$ cat src/rtl/shift_seq_ctrl.sv
// Serial frame sequencer: drives one WIDTH-bit frame into an external shift register,
// then reads the register back in parallel and flags a mismatch with the sent image.
module shift_seq_ctrl #(
  parameter int unsigned WIDTH = 4
) (
  input  logic             ck,
  input  logic             res,
  input  logic             start,
  input  logic [WIDTH-1:0] din,
  input  logic             mode,
  input  logic             abort,
  input  logic [WIDTH-1:0] sq_in,
  output logic             sd,
  output logic             busy,
  output logic             done,
  output logic [WIDTH-1:0] dout,
  output logic             err
);

  localparam int unsigned CW = $clog2(WIDTH);
  localparam logic [CW-1:0] LAST = CW'(WIDTH - 1);

  typedef enum logic [1:0] {
    IDLE    = 2'd0,
    SHIFT   = 2'd1,
    CAPTURE = 2'd2,
    DONE    = 2'd3
  } state_t;

  state_t           state;
  state_t           state_nxt;
  logic [WIDTH-1:0] hold;
  logic             hmode;
  logic [CW-1:0]    cnt;
  logic [CW-1:0]    idx;
  logic [WIDTH-1:0] expected;

  // LSB-first frames land in the register bit-reversed.
  function automatic logic [WIDTH-1:0] bit_rev(input logic [WIDTH-1:0] v);
    logic [WIDTH-1:0] r;
    r = '0;
    for (int i = 0; i < int'(WIDTH); i++) r[i] = v[WIDTH-1-i];
    return r;
  endfunction

  always_ff @(posedge ck) begin
    if (!res) state <= IDLE;
    else      state <= state_nxt;
  end

  always_comb begin
    state_nxt = state;
    case (state)
      IDLE:    if (start && !abort) state_nxt = SHIFT;
      SHIFT: begin
        if (abort)             state_nxt = IDLE;
        else if (cnt == LAST)  state_nxt = CAPTURE;
      end
      CAPTURE: state_nxt = abort ? IDLE : DONE;
      DONE:    state_nxt = IDLE;
      default: state_nxt = IDLE;
    endcase
  end

  // Serial bit select and state-decoded status.
  always_comb begin
    idx  = hmode ? cnt : (LAST - cnt);
    sd   = 1'b0;
    busy = 1'b0;
    done = 1'b0;
    case (state)
      SHIFT: begin
        sd   = hold[idx];
        busy = 1'b1;
      end
      CAPTURE: busy = 1'b1;
      DONE: begin
        busy = 1'b1;
        done = 1'b1;
      end
      default: ;
    endcase
  end

  assign expected = hmode ? bit_rev(hold) : hold;

  always_ff @(posedge ck) begin
    if (!res) begin
      hold  <= '0;
      hmode <= 1'b0;
      cnt   <= '0;
      dout  <= '0;
      err   <= 1'b0;
    end else begin
      case (state)
        IDLE: begin
          if (start && !abort) begin
            hold  <= din;
            hmode <= mode;
            cnt   <= '0;
          end
        end
        SHIFT: begin
          if (abort || cnt == LAST) cnt <= '0;
          else                      cnt <= cnt + CW'(1);
        end
        CAPTURE: begin
          if (!abort) begin
            dout <= sq_in;
            err  <= (sq_in != expected);
          end
        end
        default: ;
      endcase
    end
  end

endmodule

$ cat config.mk
export PLATFORM = sky130hd
export DESIGN_NAME = shift_seq_ctrl
export DESIGN_NICKNAME = d
export VERILOG_FILES = /design/src/rtl/shift_seq_ctrl.sv
export SDC_FILE = /design/constraint.sdc
export NUM_CORES = 1
export LEC_CHECK = 0
export CAP_MARGIN = 0
export CORE_AREA = 2 2 52 54
export CTS_CLUSTER_SIZE = 20
export DETAILED_ROUTE_END_ITERATION = 8
export DIE_AREA = 0 0 54 56
export MAX_ROUTING_LAYER = met4
export PLACE_DENSITY = 0.62
export SYNTH_ARGS = -nofsm -noshare
export SYNTH_HDL_FRONTEND = slang
export SYNTH_SLANG_ARGS = --single-unit
$ cat constraint.sdc
create_clock -name ck -period 1.3 [get_ports ck]
set_input_delay 0.26 -clock ck [delete_from_list [all_inputs] [get_ports ck]]
set_output_delay 0.26 -clock ck [all_outputs]
set_load 0.01 [all_outputs]
Word-level counts from Yosys, hierarchy flattened
Cells that the tools add are included.
{ "word_totals": {"reg_bits": 14, "in_bits": 13, "wordCells": 42, "out_inout_bits": 8} }
{ "classes": {"order_cmp": 1, "bitwise_logic": 1, "n_mux": 15, "n_addsub": 2, "reduce_logical": 10, "eq_ne": 7} }
{ "op_table": {"columns": ["operator", "count"], "rows": [
  ["$mux 2", 7],
  ["$pmux 2 s4", 1],
  ["$reduce_and 2->1", 4],
  ["$eq 2x2->1 const B", 3],
  ["$mux 1", 4],
  ["$mux 4", 1],
  ["$ne 4x4->1", 1],
  ["$pmux 2 s2", 1],
  ["$lt 2x3->1 const B", 1],
  ["$ne 3x3->1 const B", 1],
  ["$reduce_or 3->1", 1],
  ["$add 2x1->2 const B", 1],
  ["$bmux 1 s2", 1],
  ["$eq 2x1->1 const B", 1],
  ["$logic_not 2->1", 1],
  ["$ne 2x2->1 const B", 1],
  ["$reduce_bool 2->1", 1],
  ["$sub 2x2->2 const A", 1],
  ["$logic_and 1x1->1", 1],
  ["$logic_not 1->1", 1],
  ["$logic_or 1x1->1", 1],
  ["$not 1->1", 1]
]} }

Depth between registers and ports, before layout
{ "depth": {"word_depth": 5, "ltp_mapped": 5, "depth_no_buf": 4} }

Worst setup path after synthesis
Ideal clock, no wire load.
{ "synth_path": {"path_type": "register to output", "from": "register hmode", "to": "output sd", "t_required_ns": 1.040, "arrival_ns": 1.172, "slack_ns": -0.132, "stages_incl_launch_ff": 6, "path_buffers": 1, "path_cell_list": "dfxtp_1 buf_2 nor3_1 a311oi_1 a21oi_1 nor3_1"} }
{ "synth_via": {"elab_chain_cells": 4} }
{ "synth_lines": {"columns": ["item", "line", "source"], "rows": [
  ["from (decl)", "33", "logic hmode;"],
  ["from (signal assigned)", "99", "hmode <= mode;"],
  ["$mux 2", "67", "idx = hmode ? cnt : (LAST - cnt);"],
  ["$bmux 1 s2", "73", "sd = hold[idx];"],
  ["$mux 1 (implied by the code)", "73", null],
  ["$mux 1", "71", "case (state)"],
  ["to (decl)", "13", "output logic sd,"]
]} }
No other way between the ends. The select of a mux whose other input is x is not followed.

Final worst setup path
{ "layout_path": {"from": "register cnt[1]", "to": "output sd"} }
{ "layout_via": {"elab_chain_cells": 5} }
{ "layout_lines": {"columns": ["item", "line", "source"], "rows": [
  ["from (decl)", "34", "logic [CW-1:0] cnt;"],
  ["from (signal assigned)", "105", "else cnt <= cnt + CW'(1);"],
  ["$sub 2x2->2", "67", null],
  ["$mux 2 (*)", "67", null],
  ["$bmux 1 s2 (*)", "73", null],
  ["$mux 1 (implied by the code) (*)", "73", null],
  ["$mux 1 (*)", "71", null]
]} }
Mark *: on every way between the ends. The rest lies on a longest branch, timed or not. The select of a mux whose other input is x is not followed.

==> flow_metrics.env <==
export IMPL_wl_per_cell_um=12.2
export IMPL_p_leak_nw=0.535
export IMPL_vias=775
export IMPL_irDropWorstVdd_mv=0.575
export IMPL_cp_top_family="flip-flops"
export IMPL_reg2regPathDepth=6
export IMPL_slowest_delay_ns=0.42
export IMPL_regToRegSetupSlack_ns=-0.05
export IMPL_fin_nets=145
export IMPL_arrival_ns=1.31
export IMPL_r2r_end="hold[1]"
export IMPL_worst_pin_slew_ns=0.261
export IMPL_yosys_warnings=0
export IMPL_synth_xor_area_share_pct=2.15
export IMPL_drt_iter0_markers=6
export IMPL_syn_area_um2=815
export IMPL_placed_cells=153
export IMPL_crit_path_frequent_cell="nor3_2"
export IMPL_synth_top_area_cell="dfxtp_1"
export IMPL_cap_violations=0
export IMPL_endpoint_kind="primary output"
export IMPL_drc_errors=0
export IMPL_path_max_fanout=8
export IMPL_num_antenna_cells=0
export IMPL_clockRootBuffer="clkbuf_4"
export IMPL_numPortBuffers=20
export IMPL_final_layout_size_suffix_gt1_share_pct=37.7
export IMPL_grt_pass1_vias=734
export IMPL_rsz0062_at_grt="yes"
export IMPL_path_buf_inv=1
export IMPL_maxSlewHeadroom_pct=82.3
export IMPL_slew_viol_final=0
export IMPL_syn_to_final_growth_pct=59.3
export IMPL_layout_setup_ws_ns=-0.270
export IMPL_grt_pass1_wl_mm=3.15
export IMPL_synth_distinct_cells=32
export IMPL_vias_per_cell=4.84
export IMPL_synth_area_leaders="dfxtp_1 34%, mux2i_1 12%, nor2b_1 10%, a21oi_1 3.7%, nor3_1 3.1%"
export IMPL_ys_flop_type="dfxtp_1"
export IMPL_start_util_pct=33.5
export IMPL_finalNonFillerCells=160
export IMPL_critical_path_startpoint_type="register"
export IMPL_htree_levels=1
export IMPL_crit_start="cnt[1]"
export IMPL_cp_depth=5
export IMPL_clock_fmax_mhz=637
export IMPL_place_gp_congestion=0.800
export IMPL_cts_sinks=14
export IMPL_io_pin_count=21
export IMPL_synthesis_instances=89
export IMPL_whs_ns=0.368
export IMPL_synthArstFlopShare_pct=0
export IMPL_cts_tree="yes"
export IMPL_cpMaxStageDelayCell="dfxtp_4"
export IMPL_die_w_um=54
export IMPL_violations="negative setup slack"
export IMPL_grt_overflow_total=0
export IMPL_synth_common_cells="14 x dfxtp_1, 13 x nor2b_1, 10 x mux2i_1"
export IMPL_synth_edff_count=0
export IMPL_hold_viol_final=0
export IMPL_die_h_um=56
export IMPL_synth_top_family_by_area="simple AND/OR/NAND/NOR gates"
export IMPL_power_density_nw_per_um2=742
export IMPL_hold_class="in2reg"
export IMPL_worstSetupPathType="reg2out"
export IMPL_synth_fa_ha_area_share_pct=1.54
export IMPL_synth_seq_cells=14
export IMPL_synth_compound_area_share_pct=14.0
export IMPL_synth_top_area_share_pct=34.4
export IMPL_gr_usage_all_layers_pct=14.0
export IMPL_setup_viol=7
export IMPL_total_power_mw=0.963
export IMPL_floorplan_die_area_um2=3020
export IMPL_cts_buffer_depth=2
export IMPL_syn_nets=103
export IMPL_numCtsBuffers=3
export IMPL_status="complete, but fails checks"
export IMPL_synthMuxAreaShare_pct=12.3
export IMPL_clock_skew_ns=0.00316
export IMPL_r2r_start="state[1]"
export IMPL_min_period_over_period_pct=121
export IMPL_ant_nets=0
export IMPL_final_core_util_pct=53.3
export IMPL_cp_required_ns=1.04
export IMPL_yosys_area_share_simple_pct=30.9
export IMPL_clkTransAtPathRegs_ns=0.09
export IMPL_rows=18
export IMPL_drt_first_pass_iters=3
export IMPL_seq_area_frac_synth_pct=34.4
export IMPL_layout_min_cycle_time_ns=1.57
export IMPL_totalWireLength_mm=1.95
export IMPL_antenna_found_initial=0
export IMPL_yosysMostFrequentCell="dfxtp_1"
export IMPL_synth_area_per_cell_um2=9.15
export IMPL_crit_chain="nor3_2, a311oi_2, a21oi_1, nor3_2, buf_2"
export IMPL_grt_start_max_net_pins=10
export IMPL_endpoint="sd"
export IMPL_fp_coreArea_um2=2430
export IMPL_clk_latency_ns=0.28
export IMPL_dp_hpwl_mm=1.43
## stage by stage
| step | TNS, ns | area (um^2) | setup WS [ns] |
|---|---|---|---|
| after floorplan | 0 | 827 | 0.0177 |
| after global placement | -3.42 | 1170 | -0.439 |
| after detailed placement | -3.85 | 1170 | -0.482 |
| after CTS | -0.427 | 1250 | -0.267 |
| after global routing | -1.17 | 1300 | -0.341 |
| final | -0.444 | 1300 | -0.270 |
## kinds of logic (layout without fill, tap and decap cells)
kind of cell | Yosys count | count (layout)
fa+ha+maj | 1 | 1
xor+xnor | 2 | 2
compound gates | 18 | 18
buf+inv | 8 | 49
flops | 14 | 14
mux | 10 | 10
simple gates | 36 | 36
## worst min path at each step
stage                         from        to  slack [ns]  depth (start not counted)
final                     sq_in[3]   dout[3]        0.37                          3
after global routing      sq_in[3]   dout[3]        0.43                          3
after CTS                  dout[0]   dout[0]        0.53                          2
after detailed placement   dout[1]   dout[1]        0.51                          2
after global placement     dout[1]   dout[1]        0.50                          2
after floorplan              abort  state[1]        0.34                          1
## registers in the layout, indices dropped and copies added (netlist names)
signal / flops
err: 1
hold: 4
cnt: 2
dout: 4
hmode: 1
state: 2
## cell usage in the layout (no fill, tap or decap), types with 2 or more instances in the layout
cell type / n
a31oi_1: 2
a21oi_2: 2
mux2i_1: 9
a21oi_1: 4
dfxtp_4: 2
o21ai_0: 2
clkdlybuf4s50_1: 11
buf_6: 8
buf_4: 14
o22ai_1: 2
xnor2_1: 2
dfxtp_1: 7
nor2_1: 3
nor3_1: 3
dfxtp_2: 5
nor2_2: 2
clkbuf_4: 3
nor3_2: 2
inv_1: 5
nor4bb_1: 2
nor2b_1: 12
dlygate4sd2_1: 5
## layer usage
metal | wire length [um] | track usage, % | part of all wire [%]
met1 | 871 | 17.2 | 45
met2 | 965 | 22.1 | 50
met3 | 66 | 2.96 | 3.4
met4 | 42 | 5.00 | 2.2
met5 | 0 | - | 0
## power breakdown
| part | internal, mW | leakage (nW) | switching, mW |
|---|---|---|---|
| Clock | 0.170 | 0.0210 | 0.148 |
| Combinational | 0.118 | 0.396 | 0.0760 |
| Sequential | 0.437 | 0.117 | 0.0130 |
| Total | 0.725 | 0.535 | 0.237 |
## final cells by class
cell class | count | area [um^2]
repair buffers | 40 | 367
clock buffers | 4 | 36.3
inverters | 5 | 18.8
multi-input cells | 67 | 544
fillers | 225 | 1130
flip-flops and latches | 14 | 294
well taps | 30 | 37.5
## worst min-delay path: stages
cell	delay (ns)
dlymetal6s2s_1	0.16
mux2i_1	0.10
nor2b_1	0.09
## what timing repair did
item | in CTS | in global routing
buffers inserted | 2 | 1
endpoints found under the hold margin | 0 | 0
hold buffers | 0 | 0
gates resized for setup | 36 | 11
pin swaps | 3 | 2
setup endpoints to repair | 9 | 15
No activity file was read; power rests on OpenSTA's default activity.
